==> config.mk <==
export PLATFORM = sky130hd
export DESIGN_NAME = verdict_stream_collector
export DESIGN_NICKNAME = d
export VERILOG_FILES = /design/src/rtl/verdict_stream_collector.sv
export SDC_FILE = /design/constraint.sdc
export NUM_CORES = 2
export LEC_CHECK = 0
export CORE_MARGIN = 2
export CORE_UTILIZATION = 55
export CTS_CLUSTER_SIZE = 10
export DETAILED_ROUTE_END_ITERATION = 12
export GPL_TIMING_DRIVEN = 1
export PLACE_DENSITY = 0.73
export SLEW_MARGIN = 20
export SYNTH_ARGS = -nofsm -noshare
export SYNTH_HDL_FRONTEND = slang
export SYNTH_SLANG_ARGS = --single-unit
==> constraint.sdc <==
create_clock -name clk -period 50.3 [get_ports clk]
set_input_delay 10.06 -clock clk [delete_from_list [all_inputs] [get_ports clk]]
set_output_delay 10.06 -clock clk [all_outputs]
set_load 0.05 [all_outputs]
==> src/rtl/verdict_stream_collector.sv <==
// Captures active monitor outputs into timestamped records and streams them out
// as a header word followed by one word per active stream.
module verdict_stream_collector #(
    parameter int unsigned N_OUT  = 10,
    parameter int unsigned WIDTH  = 64,
    parameter int unsigned DEPTH  = 4,
    parameter int unsigned DROP_W = 16
) (
    input  logic                     clk,
    input  logic                     rst,
    input  logic                     en,
    input  logic [N_OUT*WIDTH-1:0]   out_val,
    input  logic [N_OUT-1:0]         out_aktv,
    output logic [WIDTH-1:0]         m_data,
    output logic                     m_valid,
    input  logic                     m_ready,
    output logic                     m_last,
    output logic                     overflow,
    output logic [DROP_W-1:0]        drop_count,
    output logic [$clog2(DEPTH):0]   fifo_level
);

    localparam int unsigned TS_W  = WIDTH - N_OUT;
    localparam int unsigned PTR_W = $clog2(DEPTH);
    localparam int unsigned IDX_W = $clog2(N_OUT);

    typedef enum logic [1:0] {StIdle, StHeader, StPayload} state_e;

    state_e             state_q;
    logic [IDX_W-1:0]   idx_q;
    logic [TS_W-1:0]    ts_q;
    logic [PTR_W-1:0]   wr_ptr_q, rd_ptr_q;
    logic [PTR_W:0]     count_q;
    logic               overflow_q;
    logic [DROP_W-1:0]  drop_count_q;

    logic [TS_W-1:0]    ts_mem   [DEPTH];
    logic [N_OUT-1:0]   mask_mem [DEPTH];
    logic [WIDTH-1:0]   val_mem  [DEPTH][N_OUT];

    logic [N_OUT-1:0]   head_mask;
    logic [IDX_W-1:0]   first_idx, next_idx;
    logic               is_last;
    logic               cap, full, push, pop, drop;

    assign head_mask = mask_mem[rd_ptr_q];

    // Descending scan: the final hit is the lowest qualifying bit.
    always_comb begin
        first_idx = '0;
        next_idx  = idx_q;
        is_last   = 1'b1;
        for (int i = N_OUT - 1; i >= 0; i--) begin
            if (head_mask[i]) begin
                first_idx = IDX_W'(i);
                if (i > int'(idx_q)) begin
                    next_idx = IDX_W'(i);
                    is_last  = 1'b0;
                end
            end
        end
    end

    assign cap  = en & (|out_aktv);
    assign full = (count_q == (PTR_W + 1)'(DEPTH));
    assign pop  = (state_q == StPayload) & m_ready & is_last;
    // A completing record frees its slot in the same cycle a new one arrives.
    assign push = cap & (~full | pop);
    assign drop = cap & full & ~pop;

    always_ff @(posedge clk) begin
        if (push) begin
            ts_mem[wr_ptr_q]   <= ts_q;
            mask_mem[wr_ptr_q] <= out_aktv;
            for (int k = 0; k < N_OUT; k++) begin
                val_mem[wr_ptr_q][k] <= out_val[k*WIDTH +: WIDTH];
            end
        end
    end

    always_ff @(posedge clk or posedge rst) begin
        if (rst) begin
            ts_q         <= '0;
            wr_ptr_q     <= '0;
            rd_ptr_q     <= '0;
            count_q      <= '0;
            overflow_q   <= 1'b0;
            drop_count_q <= '0;
        end else begin
            if (en) begin
                ts_q <= ts_q + TS_W'(1);
            end
            if (push) begin
                wr_ptr_q <= wr_ptr_q + PTR_W'(1);
            end
            if (pop) begin
                rd_ptr_q <= rd_ptr_q + PTR_W'(1);
            end
            if (push && !pop) begin
                count_q <= count_q + (PTR_W + 1)'(1);
            end else if (pop && !push) begin
                count_q <= count_q - (PTR_W + 1)'(1);
            end
            if (drop) begin
                overflow_q <= 1'b1;
                if (drop_count_q != '1) begin
                    drop_count_q <= drop_count_q + DROP_W'(1);
                end
            end
        end
    end

    always_ff @(posedge clk or posedge rst) begin
        if (rst) begin
            state_q <= StIdle;
            idx_q   <= '0;
        end else begin
            case (state_q)
                StIdle: begin
                    if (count_q != '0) begin
                        state_q <= StHeader;
                    end
                end
                StHeader: begin
                    if (m_ready) begin
                        state_q <= StPayload;
                        idx_q   <= first_idx;
                    end
                end
                StPayload: begin
                    if (m_ready) begin
                        if (is_last) begin
                            state_q <= (count_q != (PTR_W + 1)'(1) || push) ? StHeader : StIdle;
                        end else begin
                            idx_q <= next_idx;
                        end
                    end
                end
                default: state_q <= StIdle;
            endcase
        end
    end

    always_comb begin
        m_data = '0;
        case (state_q)
            StHeader:  m_data = {ts_mem[rd_ptr_q], head_mask};
            StPayload: m_data = val_mem[rd_ptr_q][idx_q];
            default:   m_data = '0;
        endcase
    end

    assign m_valid    = (state_q != StIdle);
    assign m_last     = (state_q == StPayload) & is_last;
    assign overflow   = overflow_q;
    assign drop_count = drop_count_q;
    assign fifo_level = count_q;

endmodule

=== Word level (Yosys, flattened, before mapping) ===
Memory sizes are Yosys's and may differ from the RTL's.
Index checks and enable logic that the tools add are counted.

* Register bits: 84
* Bits in latches: 0
* RAM bits: 2,816
* Bits in read-only memories: 0
* Input port bits: 654
* Output and inout port bits: 86
* Logic and storage cells: 126
* Memories: 3

{| class="wikitable"
|+ Memories
! memory !! depth !! width !! rd ports !! clocked after Yosys merged registers in !! write ports !! RTL line !! text
|-
| val_mem || 4 || 640 || 1 || 0 || 1 || 39 || <nowiki>logic [WIDTH-1:0] val_mem [DEPTH][N_OUT];</nowiki>
|-
| ts_mem || 4 || 54 || 1 || 0 || 1 || 37 || <nowiki>logic [TS_W-1:0] ts_mem [DEPTH];</nowiki>
|-
| mask_mem || 4 || 10 || 1 || 0 || 1 || 38 || <nowiki>logic [N_OUT-1:0] mask_mem [DEPTH];</nowiki>
|}

* $add $sub $neg: 6
* $mul: 0
* Divide/modulo/power cells: 0
* $lt $le $gt $ge: 10
* Equal/unequal tests: 10
* Shift-type cells: 0
* Muxes and demuxes: 64
* Bitwise gates (word level): 11
* Reduce and logical (&&, ||, !) cells: 14

{| class="wikitable"
|+ Operators by type and width
! cell !! number
|-
| binary-select mux 64 bit (select 4 bit) || 1
|-
| 2-to-1 mux 64 bit || 2
|-
| one-hot mux 64 bit (2 select lines) || 1
|-
| 2-to-1 mux 4 bit || 31
|-
| adder 54 x 1 -> 54 bit (second input constant) || 1
|-
| 2-to-1 mux 1 bit || 21
|-
| adder 16 x 1 -> 16 bit (second input constant) || 1
|-
| > comparator 3 x 4 -> 1 bit (first input constant) || 4
|-
| inequality test 16 bit (second input constant) || 1
|-
| inequality test 2 bit (second input constant) || 5
|-
| OR reduction 10 bit || 1
|-
| > comparator 2 x 4 -> 1 bit (first input constant) || 2
|-
| > comparator 4 bit (first input constant) || 2
|-
| 2-to-1 mux 2 bit || 4
|-
| one-hot mux 4 bit (2 select lines) || 1
|-
| AND reduction 4 bit || 2
|-
| AND 1 bit || 7
|-
| 2-to-1 mux 3 bit || 2
|-
| one-hot mux 2 bit (3 select lines) || 1
|-
| nonzero test 2 bit || 3
|-
| greater-or-equal comparator 5 bit (second input constant) || 1
|-
| NOT 4 -> 5 bit || 1
|-
| adder 2 x 1 -> 2 bit (second input constant) || 2
|-
| > comparator 1 x 4 -> 1 bit (first input constant) || 1
|-
| 14 further kinds || 17
|}

=== Longest topological paths before layout ===
* Depth in word-level cells: 27
* Mapped depth: 12
* Mapped depth without buffers: 9

=== Worst setup path before layout ===
OpenSTA, ideal clock, no wires.

* Path kind: in2reg
* Start: in m_ready
* End: mem mask_mem[0][0], enable pin
* Setup time: 1,164 ps
* Arrival time: 26,597 ps
* Required time: 49,136 ps
* Path slack: 22,538 ps
* Cell stages on the path: 5
* Path buffers: 1
* Path through: nand2_1 > o41ai_4 > and2b_1 > buf_4 > and2_1

* Cells in the longest elaborated chain, start to end: 6

{| class="wikitable"
|+ RTL lines
! element !! RTL line !! text
|-
| from (decl) || 16 || <nowiki>input logic m_ready,</nowiki>
|-
| AND 1 bit (2 in a row) || 66 || <nowiki>assign pop = (state_q == StPayload) & m_ready & is_last;</nowiki>
|-
| bitwise OR 1 bit || 68 || <nowiki>assign push = cap & (~full | pop);</nowiki>
|-
| AND 1 bit || 68 ||
|-
| net push || 44 || <nowiki>logic cap, full, push, pop, drop;</nowiki>
|-
| 2-to-1 mux 1 bit || 72 || <nowiki>if (push) begin</nowiki>
|-
| 2-to-1 mux 1 bit (not written as such) || 74 || <nowiki>mask_mem[wr_ptr_q] <= out_aktv;</nowiki>
|-
| to (decl) || 38 ||
|}

The timed path passes the listed nets, and every way through them passes these cells.

=== Worst setup path after layout ===
* Start: reg rd_ptr_q[1]
* End: out m_data[45]

* Cells in the longest elaborated chain, start to end: 5
* Elaborated cells on any way between the ends: 6
* Classes of those cells: mux: 4; memory: 2

{| class="wikitable"
|+ RTL lines
! element !! RTL line !! text
|-
| from (decl) || 32 || <nowiki>logic [PTR_W-1:0] wr_ptr_q, rd_ptr_q;</nowiki>
|-
| from (signal assigned) || 97 || <nowiki>rd_ptr_q <= rd_ptr_q + PTR_W'(1);</nowiki>
|-
| memory read (4 x 640 bit) || n/a ||
|-
| binary-select mux 64 bit (select 4 bit) || 148 || <nowiki>StPayload: m_data = val_mem[rd_ptr_q][idx_q];</nowiki>
|-
| 2-to-1 mux 64 bit (not written as such) (2 in a row) || 148 ||
|-
| one-hot mux 64 bit (2 select lines) * || 146 || <nowiki>case (state_q)</nowiki>
|-
| to (decl) || 14 || <nowiki>output logic [WIDTH-1:0] m_data,</nowiki>
|}

Every way passes the cells marked *; elsewhere a longest branch is shown, timed or not. The select of a mux whose other input is x is not followed.

==> flow_summary.yaml <==
outcome:
  status: "complete, no violations"
sta:
  fin_crit_ns: 17.04
  max_slew.worst_pin.slew_ns: 1.160
  holdWs_ns: 0.4893
  rsz0062_at_grt: "no"
  timing.fmax_ghz: 0.05867
  final-setup-viol-count: 0
  finalSetupTns_ns: 0
  fin_skew_ns: 0.07445
  slew_viol_final: 0
  slew_headroom_pct: 22.64
  finalCritPeriodShare_pct: 33.89
  finalHoldViolCount: 0
flow_run:
  maxCapViolations: 0
worst_setup_path:
  reg2reg_setup_slack_ns: 40.93
  end_kind: "output port"
  critical_path_required_ns: 40.24
  cp_cell_sequence: "buf_12, buf_4, buf_4, mux4_2, mux4_2, a21oi_1, o22ai_1, a22o_1, clkdlybuf4s50_1"
  cp.arrival_ns: 6.98
  cp_slowest_cell: "dfrtp_4"
  path_class: "flip-flop to output port"
  worst-path-buf-inv: 4
  cp-start-kind: "flip-flop"
  cp.depth: 9
  crit_fanout: 117
  crit_family: "buffers and inverters"
  critPathMaxStageDelay_ns: 0.79
  reg2reg_depth: 12
synth:
  synthTopCellsByArea: "edfxtp_1 76%, mux4_2 16%, dfrtp_1 1.9%"
  syn_area_per_cell_um2: 23.45
  synth_top_family_by_area: "multiplexers"
  synth_xor_area_share_pct: 0.5775
  synth_edf_count: 2816
  ys_seq_area_share_pct: 78.27
  synth_ff_type: "edfxtp_1"
  synthArstFlopShare_pct: 2.897
  syn_nets: 5392
  netlist_top_cells_count: "2,816 x edfxtp_1, 768 x mux4_2, 150 x clkbuf_1"
  synth_top_area_cell: "edfxtp_1"
  ys_warn_count: 0
  synth-seq-cells: 2900
  synth_simple_gate_area_share_pct: 0.9040
  netlist_area_um2: 110700
  netlist_instances: 4722
  synth_cell_types: 59
  yosysMostFrequentCell: "edfxtp_1"
  synthAdderAreaFrac_pct: 0.1808
  synth_top_cell_area_share_pct: 76.37
  synth_compound_area_share_pct: 2.188
  synth_mux_area_share_pct: 16.89
global_routing:
  antenna_found_initial: 161
  grt_max_degree: 145
  gr-total-overflow: 0
  grt_pass1_wl_mm: 393.6
  grt_pass1_vias: 54870
  grt_usage_pct: 27.09
power_and_ir_drop:
  leakage_uw: 0.04138
  powerDensity_nw_per_um2: 56.02
  ir_worst_vdd_mv: 0.04154
clocking:
  cts_inserted_buffers: 343
  post-cts-setup-buffers: 0
  clockBufferDepth: 4
  clk_pin_slew_ns: 0.05
  ctsHoldBuffers: 0
  cts.sinks: 2900
  h-tree-depth: 5
  cts_tree: "done"
  cts_resized: 0
  clockRootBuffer: "clkbuf_16"
  worstSkewPairLatency_ns: 0.95
final_layout:
  nets: 6318
  layout-drive-gt1-share_pct: 21.77
  area_growth_pct: 18.03
routing:
  dr.pass1.iters: 5
  drt_iter0_drc: 6243
  post_drt_via_cell_ratio: 6.352
  routed_wl_mm: 276.8
  detail-route-antenna-nets: 0
  wl_per_cell_um: 32.68
  vias: 53790
  drc: 0
placement:
  place_congestion: 0.8016
  dp_hpwl_mm: 172.6
  portBuffers: 739
floorplan:
  core_um2: 199900
  die_w_um: 452.7
  initial_core_util_pct: 55.40
  die_y_um: 452.7
  die-area_um2: 204900
  ios: 740
  num_rows: 164
min_path:
  hold_class: "flip-flop to flip-flop"
  hold-path-cell-count: 1
worst paths after layout:
kind,startpoint,to
min in group asynchronous,rst,drop_count[7]
min reg2reg,drop_count[12],drop_count[12]
max reg2reg,rd_ptr_q[0],val_mem[1][484]
max in group asynchronous,rst,rd_ptr_q[1]
max,rd_ptr_q[1],m_data[45]
min,drop_count[12],drop_count[12]
per-stage QoR:
stage	std cells	instance area, um^2	total power (uW)	worst slack, ns	util [%]
after floorplan	4722	110700	4915	22.54	-
after global placement	7958	121300	5250	33.88	60.71
after detailed placement	7959	121300	5286	33.84	60.72
after CTS	8392	130500	7395	33.02	65.29
after global routing	8441	130600	7585	33.01	65.35
final	8468	130700	7321	33.26	65.39
kinds of logic after synthesis:
family,after synthesis
fa+ha+maj,16
buf+inv,270
flops,2900
simple gates,192
compound gates,364
mux,907
xor+xnor,73
report_power, final:
group          leakage, uW  internal (uW)  switching, uW
logic              0.00979            748           1170
clock network      0.00446           1240            867
registers           0.0271           3170            121
total               0.0414           5160           2160
sequential cells by signal (all words and copies together), names as in the netlist:
signal,flops
val_mem,2560
ts_mem,216
ts_q,54
mask_mem,40
drop_count,16
idx_q,4
fifo_level,3
rd_ptr_q,2
state_q,2
wr_ptr_q,2
overflow,1
routing by layer:
layer / track usage [%] / vias up / wire length [um]
li1: - / 22110 / -
met1: 35.19 / 28530 / 102100
met2: 43.78 / 2404 / 138900
met3: 6.480 / 652 / 22400
met4: 12.52 / 100 / 12740
met5: 0 / - / 648
final cells by class:
cell class                 count  area, um^2
sequential                  2900       86680
fill                       12730       69180
multi-input combinational   1552       23010
clock buffer                 419        9059
timing repair buffer         830        8247
tap                         2656        3323
antenna                       76       190.2
inverter                      21       95.09
clock inverter                14       82.58
cells in the final DEF, fill, tap and decap left out, types with 6 or more instances in the layout:
master           Yosys  routed
edfxtp_1          2816    2816
mux4_2             768     768
clkdlybuf4s50_1      0     739
clkbuf_16            0     351
mux2i_1            133     133
dfrtp_1             84      79
buf_4                2      77
diode_2              0      76
a21oi_1             72      71
o22ai_1             69      69
clkbuf_1           150      66
o21ai_0             65      65
a22o_1              65      65
a22oi_1             65      65
nand2_1             43      41
xnor2_1             39      39
nor2_1              34      34
xor2_1              34      34
nand3_1             27      26
inv_1               20      17
ha_1                16      16
nor3_1              15      15
nand4_1             14      14
buf_12               0      13
and4_1              10      10
and3_1               8       8
nor4_1               7       7
inv_6                0       6
clkinv_1             0       6
(Power assumes the default switching activity.)
